### src/rtl/div_result_buffer_if.sv
// Handshake bundle between the pipelined divider, its issue logic and the result consumer.
// Latency: none (wires only).
// Backpressure: credit on the issue side (Can_Issue), valid/ready on the result side.
interface div_result_buffer_if #(
    parameter int tamanyo = 32,
    parameter int PROF    = 8
);
    localparam int CW = $clog2(PROF) + 1;

    logic               Issue;
    logic               Can_Issue;
    logic               Done;
    logic [tamanyo-1:0] Coc;
    logic [tamanyo-1:0] Res;
    logic               Out_Valid;
    logic               Out_Ready;
    logic [tamanyo-1:0] Out_Coc;
    logic [tamanyo-1:0] Out_Res;
    logic [CW-1:0]      Count;
    logic               Overflow;

    // Upstream issue logic, divider and consumer side.
    modport master (
        output Issue, Done, Coc, Res, Out_Ready,
        input  Can_Issue, Out_Valid, Out_Coc, Out_Res, Count, Overflow
    );

    // The result buffer itself.
    modport slave (
        input  Issue, Done, Coc, Res, Out_Ready,
        output Can_Issue, Out_Valid, Out_Coc, Out_Res, Count, Overflow
    );
endinterface

### src/rtl/div_result_buffer.sv
// Credit-managed result FIFO behind a pipelined divider; holds {Coc,Res} pairs, first-word fall-through.
// Latency: a result pushed on a Done edge is visible on Out_* right after that edge (1 cycle, no pass-through).
// Backpressure: Out_Ready stalls the head; Can_Issue withholds credits; Done into a full FIFO without a pop is dropped.
// Optional feature: define DIV_BUF_OVF_FLAG_EN to build the sticky Overflow register (otherwise Overflow=0).
module div_result_buffer #(
    parameter int tamanyo = 32,
    parameter int PROF    = 8
) (
    input  logic              CLK,
    input  logic              RSTa,
    div_result_buffer_if.slave bus
);
    localparam int AW = $clog2(PROF);
    localparam int CW = AW + 1;
    localparam int DW = 2 * tamanyo;

    logic [AW-1:0] wr_ptr_q, wr_ptr_d;
    logic [AW-1:0] rd_ptr_q, rd_ptr_d;
    logic [CW-1:0] count_q, count_d;
    logic [CW-1:0] cred_q, cred_d;
    logic [DW-1:0] mem_q [PROF];
    logic [DW-1:0] head_dat;

    logic empty;
    logic full;
    logic push;
    logic pop;
    logic drop;
    logic iss_acc;

    // Handshake decode: a full FIFO still accepts Done when the head leaves in the same cycle.
    always_comb begin
        empty   = (count_q == '0);
        full    = (count_q == CW'(PROF));
        pop     = !empty && bus.Out_Ready;
        push    = bus.Done && (!full || pop);
        drop    = bus.Done && full && !pop;
        iss_acc = bus.Issue && (cred_q != '0);
    end

    // Next-state for pointers, occupancy and credits; credits saturate at PROF
    // so a Done that arrived without a matching issue cannot inflate them.
    always_comb begin
        wr_ptr_d = wr_ptr_q;
        rd_ptr_d = rd_ptr_q;
        count_d  = count_q;
        cred_d   = cred_q;
        if (push) begin
            wr_ptr_d = wr_ptr_q + AW'(1);
        end
        if (pop) begin
            rd_ptr_d = rd_ptr_q + AW'(1);
        end
        if (push && !pop) begin
            count_d = count_q + CW'(1);
        end else if (pop && !push) begin
            count_d = count_q - CW'(1);
        end
        if (iss_acc && !pop) begin
            cred_d = cred_q - CW'(1);
        end else if (pop && !iss_acc && (cred_q != CW'(PROF))) begin
            cred_d = cred_q + CW'(1);
        end
    end

    // Control state register; reset discards everything stored or in flight.
    always_ff @(posedge CLK or posedge RSTa) begin
        if (RSTa) begin
            wr_ptr_q <= '0;
            rd_ptr_q <= '0;
            count_q  <= '0;
            cred_q   <= CW'(PROF);
        end else begin
            wr_ptr_q <= wr_ptr_d;
            rd_ptr_q <= rd_ptr_d;
            count_q  <= count_d;
            cred_q   <= cred_d;
        end
    end

    // Result storage; contents are don't-care until written, outputs mask them when empty.
    always_ff @(posedge CLK) begin
        if (push) begin
            mem_q[wr_ptr_q] <= {bus.Coc, bus.Res};
        end
    end

    assign head_dat      = mem_q[rd_ptr_q];
    assign bus.Out_Valid = !empty;
    assign bus.Out_Coc   = empty ? '0 : head_dat[DW-1:tamanyo];
    assign bus.Out_Res   = empty ? '0 : head_dat[tamanyo-1:0];
    assign bus.Count     = count_q;
    assign bus.Can_Issue = (cred_q != '0);

`ifdef DIV_BUF_OVF_FLAG_EN
    logic ovf_q, ovf_d;

    // Sticky drop flag, cleared only by reset.
    always_comb begin
        ovf_d = ovf_q | drop;
    end

    // Overflow flag register.
    always_ff @(posedge CLK or posedge RSTa) begin
        if (RSTa) begin
            ovf_q <= 1'b0;
        end else begin
            ovf_q <= ovf_d;
        end
    end

    assign bus.Overflow = ovf_q;
`else
    logic unused_drop;
    assign unused_drop  = drop;
    assign bus.Overflow = 1'b0;
`endif
endmodule

### src/flat_wrapper.sv
// flat-port wrapper written by rule: the top's interface ports become plain ports
module div_result_buffer_flat 
#(
    parameter int tamanyo = 32,
    parameter int PROF    = 8
)
  (CLK, RSTa, bus_Issue, bus_Done, bus_Coc, bus_Res, bus_Out_Ready, bus_Can_Issue, bus_Out_Valid, bus_Out_Coc, bus_Out_Res, bus_Count, bus_Overflow);
  div_result_buffer_if #(.tamanyo(tamanyo), .PROF(PROF)) bus_i ();
  input  logic CLK;
  input  logic RSTa;
  input wire logic [$bits(bus_i.Issue)-1:0] bus_Issue;
  input wire logic [$bits(bus_i.Done)-1:0] bus_Done;
  input wire logic [$bits(bus_i.Coc)-1:0] bus_Coc;
  input wire logic [$bits(bus_i.Res)-1:0] bus_Res;
  input wire logic [$bits(bus_i.Out_Ready)-1:0] bus_Out_Ready;
  output wire logic [$bits(bus_i.Can_Issue)-1:0] bus_Can_Issue;
  output wire logic [$bits(bus_i.Out_Valid)-1:0] bus_Out_Valid;
  output wire logic [$bits(bus_i.Out_Coc)-1:0] bus_Out_Coc;
  output wire logic [$bits(bus_i.Out_Res)-1:0] bus_Out_Res;
  output wire logic [$bits(bus_i.Count)-1:0] bus_Count;
  output wire logic [$bits(bus_i.Overflow)-1:0] bus_Overflow;
  assign bus_i.Issue = bus_Issue;
  assign bus_i.Done = bus_Done;
  assign bus_i.Coc = bus_Coc;
  assign bus_i.Res = bus_Res;
  assign bus_i.Out_Ready = bus_Out_Ready;
  assign bus_Can_Issue = bus_i.Can_Issue;
  assign bus_Out_Valid = bus_i.Out_Valid;
  assign bus_Out_Coc = bus_i.Out_Coc;
  assign bus_Out_Res = bus_i.Out_Res;
  assign bus_Count = bus_i.Count;
  assign bus_Overflow = bus_i.Overflow;
  div_result_buffer #(.tamanyo(tamanyo), .PROF(PROF)) u_core (.CLK(CLK), .RSTa(RSTa), .bus(bus_i));
endmodule
### config.mk
export PLATFORM = sky130hd
export DESIGN_NAME = div_result_buffer_flat
export DESIGN_NICKNAME = d
export VERILOG_FILES = /design/src/rtl/div_result_buffer_if.sv /design/src/rtl/div_result_buffer.sv /design/src/flat_wrapper.sv
export SDC_FILE = /design/constraint.sdc
export NUM_CORES = 1
export LEC_CHECK = 0
export BUFFER_PORTS_ARGS = -buffer_cell sky130_fd_sc_hd__buf_2
export CORE_UTILIZATION = 35
export DETAILED_ROUTE_END_ITERATION = 7
export SKIP_LAST_GASP = 1
export SYNTH_ARGS = -nofsm -noshare
export SYNTH_HDL_FRONTEND = slang
export SYNTH_SLANG_ARGS = --single-unit
### constraint.sdc
create_clock -name CLK -period 18.18 [get_ports CLK]
set_input_delay 2.727 -clock CLK [delete_from_list [all_inputs] [get_ports CLK]]
set_output_delay 2.727 -clock CLK [all_outputs]
set_load 0.005 [all_outputs]
Word-level counts from Yosys, hierarchy flattened:

Memory sizes are Yosys's and may differ from the RTL's.
Cells that the tools add are included.

* $add $sub $neg: 6
* equality and inequality tests: 2
* mux-type cells: 8
* reduce and logical (&&, ||, !) cells: 18

Operator list (number)
* 32-bit two-way mux: 2
* 4-bit two-way mux: 4
* 4-bit by 1-bit adder with 4-bit output, second input constant: 2
* 1-bit logical AND: 8
* 4-bit by 1-bit subtractor with 4-bit output, second input constant: 2
* 3-bit by 1-bit adder with 3-bit output, second input constant: 2
* 1-bit logical NOT: 5
* 4-bit equality test, second input constant: 1
* 4-bit logical NOT: 1
* 4-bit != test, second input constant: 1
* 2-bit nonzero test: 2
* 4-bit nonzero test: 1
* 1-bit two-way mux: 2
* 1-bit logical OR: 1

* flip-flop bits (word level): 14
* bits in writable memories: 512
* input port bits: 69
* output and inout bits: 71
* memories kept: 1

Memory list
* u_core.mem_q: depth 8, width 64, rd ports 1, clocked after memory_dff 0, write ports 1, RTL line div_result_buffer.sv:21 `logic [DW-1:0] mem_q [PROF];`

Depth between registers and ports, before layout:

* depth in word-level cells: 9
* mapped depth: 11

Worst setup path after synthesis:

Ideal clock, no wire load.

* path type: input port to flip-flop
* from: in bus_Out_Ready
* to: mem u_core.mem_q[0][0] in the netlist's numbering, enable pin
* arrival: 7533 ps
* data required time: 17615 ps
* path slack: 10083 ps
* stages on the path: 4
* path buffers: 0
* cell sequence: nor4_1 -> a21boi_2 -> nand2b_1 -> nor3_1

* cells in the longest elaborated chain, start to end: 5

RTL lines
* start: declaration: RTL line flat_wrapper.sv:15 `input wire logic [$bits(bus_i.Out_Ready)-1:0] bus_Out_Ready;`
* 1-bit logical AND: RTL line div_result_buffer.sv:35 `pop = !empty && bus.Out_Ready;`
* 1-bit logical OR: RTL line div_result_buffer.sv:36 `push = bus.Done && (!full || pop);`
* 1-bit logical AND: RTL line div_result_buffer.sv:36
* named net u_core.push: RTL line div_result_buffer.sv:26 `logic push;`
* 1-bit two-way mux: RTL line div_result_buffer.sv:83 `if (push) begin`
* 1-bit two-way mux (implied by the code): RTL line div_result_buffer.sv:84 `mem_q[wr_ptr_q] <= {bus.Coc, bus.Res};`
* end: declaration: RTL line div_result_buffer.sv:21

The timed path passes the listed nets, and every way through them passes these cells.

Worst setup path after layout:

* from: reg u_core.rd_ptr_q[1]
* to: out bus_Out_Res[2]

* cells in the longest elaborated chain, start to end: 2

RTL lines
* start: declaration: RTL line div_result_buffer.sv:18 `logic [AW-1:0] rd_ptr_q, rd_ptr_d;`
* start signal: assignment: RTL line div_result_buffer.sv:75 `rd_ptr_q <= rd_ptr_d;`
* memory 8 x 64 bit
* 32-bit two-way mux: RTL line div_result_buffer.sv:91 `assign bus.Out_Res = empty ? '0 : head_dat[tamanyo-1:0];`
* end: declaration: RTL line flat_wrapper.sv:19 `output wire logic [$bits(bus_i.Out_Res)-1:0] bus_Out_Res;`

No other way between the ends.

==> summary.md <==
The flow ran to the end, and the final reports show no timing, DRC or antenna violations. The synthesized design contains 512 enable-type register cells. The core region is 56800 um^2. The share of Yosys cell area claimed by the top area cell type works out to 75.7%. Among all flip-flop cells after synthesis, the most frequent one is sky130_fd_sc_hd__edfxtp_1. The total via count in the routed design was 9267.

Setup repair after global routing left no endpoint under its margin. For the worst-skew pair, the clock arrives at the later sink with an insertion delay of 0.58 ns. Timing analysis after detailed placement gives a worst setup slack of 12.44 ns. For this configuration, the core starts out at a cell density of 35.7%. Setup slack on the critical path of the routed design comes to 11.96 ns.

The element type at the critical path start was a flop. For the final database, setup skew stands at 0.0156 ns. Count of final hold-check violations: 0. Across the run, the number of max-cap violations was 0.

At the worst endpoint, the arrival time is 3.49 ns. The sum of net half-perimeters after detailed placement was 22600 um. For this run, design rule violations remaining after detail routing come to 0. Of all nets on the critical path, the largest fanout is 67. At the end of the flow, the number of nets in the layout was 1146.

The async set or reset register ratio after synthesis was 2.66%. The largest vdd supply drop came out at 0.167 mV. The first global-routing pass estimated 63300 um of wire. Entering global routing, the biggest net connects 113 pins. The tools report the initial DRC count as 729.

The die is 243 um wide. Cells with a size suffix above 1 make up 33.6% of the layout. Of the available clock period, the critical path in the final layout requires 34.2%. At the pin with the least slew margin, the transition time is 1.08 ns.

The tools report the fraction of the yosys area taken by sequential cells as 77.4%. The worst setup path is of the reg2out kind. In this run, post-CTS hold repair placed 0 buffers. The worst hold path begins at u_core.wr_ptr_q[0]. Synthesis handed over a netlist of 905 instances. The area growth from synthesis to layout is 15.7%. The path class of the tightest hold or removal check is reg2reg. Clock-pin slew was measured on the worst setup and hold paths at 0.06 ns.

The logs give 140 for the number of placed I/O pins and 0 for the count of instances resized after the clock tree is built. The total congestion overflow was 0; the number of placed instances with taps included was 1771. After detailed routing, the number of vias per cell comes to 4.97. Cell taking the most area after synthesis: sky130_fd_sc_hd__edfxtp_1. The final cell count without fillers was 1865. The run gives 9757 as the number of global-route vias before repair. Fill cells in the final layout number 4989. The iteration count of the initial detailed-routing pass was 5; the average wire length per cell after detail routing was 22.8 um.

For this run, the number of Yosys warnings is 0. The logs give 51 for the clock buffer count from CTS and 0.538 ns for the worst hold slack. The initial antenna violation count came out at 10. In the post-synthesis netlist, the biggest area contributors are sky130_fd_sc_hd__edfxtp_1 (76%), sky130_fd_sc_hd__mux4_2 (14%), sky130_fd_sc_hd__mux2i_1 (3.3%). The cell chosen for the clock root is sky130_fd_sc_hd__clkbuf_16.

The total wire length after detailed routing was 42500 um. The die covers 59000 um^2. The most critical setup path has its startpoint at u_core.rd_ptr_q[1]. TritonCTS built the clock tree. Counting every sink on the clock net gives 526. For this run, the top clock speed supported by timing is 161 MHz. Global routing consumed, over all layers together, 14.5% of the routing resources. The initialized floorplan defines 87 standard-cell rows. The average footprint of a synthesized cell is 22.4 um^2, and the count of endpoints failing setup in the final report is 0. In the final timing run, aggregate negative setup slack is 0 ns.

The tools report the relative slew slack as 28.2%. Counting instances in the post-synthesis netlist gives the leading cell types as sky130_fd_sc_hd__edfxtp_1 (512), sky130_fd_sc_hd__mux4_2 (128), sky130_fd_sc_hd__nor2_1 (73). The power per cell area works out to 159 nW/um^2.

Number of flip-flops and latches in the synthesized netlist: 526. For the worst setup path, the data required time is 15.45 ns. For the reported leakage power, the log shows 0.00779 uW. Post-synthesis cell type count: 42. The tools report the start of the worst register-to-register path as u_core.bus.Count[0]. The height of the chip is 243 um, and the number of levels the H-tree was split into is 2. The most frequent cell after synthesis was sky130_fd_sc_hd__edfxtp_1. The worst setup path is captured at a primary output.

For the post-CTS repair timing setup buffer count, the log shows 0. Counting I/O delays and the setup requirement, the final critical path takes 6.22 ns. No sink is reached through more buffers than the 3 on the longest clock path. The number of buffers inserted by port buffering was 138. For the internal reg-to-reg setup slack, the log shows 14.30 ns. The post-synthesis cell area was 20300 um^2; the post-route antenna net violation count was 0.

The number of nets handed over by synthesis was 983. Max-slew violation count: 0. The last weighted congestion value of the routability-driven placer was 0.685.
==> cell type report <==
| class | count | area [um^2] | share of cell area (%) |
|---|---|---|---|
| repair buffers | 154 | 823 | 3.51 |
| multi-input cells | 328 | 4370 | 18.6 |
| clock inverters | 30 | 215 | 0.916 |
| well taps | 756 | 946 | 4.03 |
| flip-flops and latches | 526 | 15700 | 67.0 |
| diodes | 1 | 2.50 | 0.0107 |
| inverters | 7 | 26.3 | 0.112 |
| clock buffers | 63 | 1360 | 5.81 |
==> routing by layer <==
metal	track usage, %	vias to the layer above	part of all wire [%]
met1	19.3	4906	43
met5	0	-	0.25
met2	23.7	195	49
met4	3.40	16	1.9
li1	-	4074	-
met3	3.74	76	5.5
==> flip-flops by register name, summed over array words and instances, names as in the netlist <==
signal and flops:
u_core.wr_ptr_q 3, u_core.rd_ptr_q 3, u_core.mem_q 512, u_core.bus.Count 4, u_core.cred_q 4
==> power by group <==
part	internal (uW)	switching [uW]
logic	522	564
clock network	572	428
registers	1530	120
total	2620	1110
==> metrics by stage <==
stage	instance area, um^2	util (%)	power, uW
after floorplan	20300	-	2390
after global placement	21900	38.6	2790
after detailed placement	21900	38.6	2800
after CTS	23500	41.3	3810
after global routing	23500	41.3	3930
final	23500	41.3	3740
==> critical path, cell delays in order (launching register included) <==
cell and delay (ns):
sky130_fd_sc_hd__dfrtp_4 1.08, sky130_fd_sc_hd__buf_4 0.87, sky130_fd_sc_hd__mux4_2 0.35, sky130_fd_sc_hd__mux2i_1 0.08, sky130_fd_sc_hd__nor2_1 0.29, sky130_fd_sc_hd__buf_2 0.18
==> final timing paths <==
check                           cells past startpoint             endpoint
max in group asynchronous                           2   u_core.rd_ptr_q[0]
worst max-delay path                                5       bus_Out_Res[2]
min in group asynchronous                           2  u_core.bus.Count[1]
worst min register to register                      1   u_core.wr_ptr_q[0]
worst max register to register                     11     u_core.cred_q[3]
worst min-delay path                                1   u_core.wr_ptr_q[0]
==> cells in the final DEF, fill, tap and decap left out, types with 2 or more instances in the layout <==
cell type                      n
sky130_fd_sc_hd__xor2_1        2
sky130_fd_sc_hd__buf_4        15
sky130_fd_sc_hd__clkinv_2      9
sky130_fd_sc_hd__or3_1         2
sky130_fd_sc_hd__edfxtp_1    512
sky130_fd_sc_hd__ha_1          7
sky130_fd_sc_hd__mux2i_1      66
sky130_fd_sc_hd__a21oi_1       2
sky130_fd_sc_hd__dfrtp_1      10
sky130_fd_sc_hd__clkbuf_1     10
sky130_fd_sc_hd__xnor2_1       7
sky130_fd_sc_hd__clkinv_1     15
sky130_fd_sc_hd__inv_1         4
sky130_fd_sc_hd__clkbuf_16    53
sky130_fd_sc_hd__nand2b_1      3
sky130_fd_sc_hd__nor3_2        2
sky130_fd_sc_hd__nand2_1      10
sky130_fd_sc_hd__buf_2       138
sky130_fd_sc_hd__nor2_4        6
sky130_fd_sc_hd__bufinv_16     3
sky130_fd_sc_hd__mux4_2      128
sky130_fd_sc_hd__clkinvlp_4    2
sky130_fd_sc_hd__nor2_1       67
sky130_fd_sc_hd__dfrtp_4       3
sky130_fd_sc_hd__fa_1          2
sky130_fd_sc_hd__o21ai_1       2
sky130_fd_sc_hd__a21o_1        2
sky130_fd_sc_hd__inv_2         3
sky130_fd_sc_hd__nand3b_1      2
==> logic make-up (layout without fill, tap and decap cells) <==
group	Yosys count	after routing	synth area share, %
adder cells (fa/ha/maj)	9	9	0.628
other	1	2	0.0185
buffers and inverters	51	254	1.29
flip-flops	526	526	77.4
multiplexers	196	196	17.6
XOR/XNOR	9	9	0.388
AND/OR/NAND/NOR	100	100	2.21
AO/OA/AOI/OAI	13	13	0.462
Power figures use the tool's default switching activity.
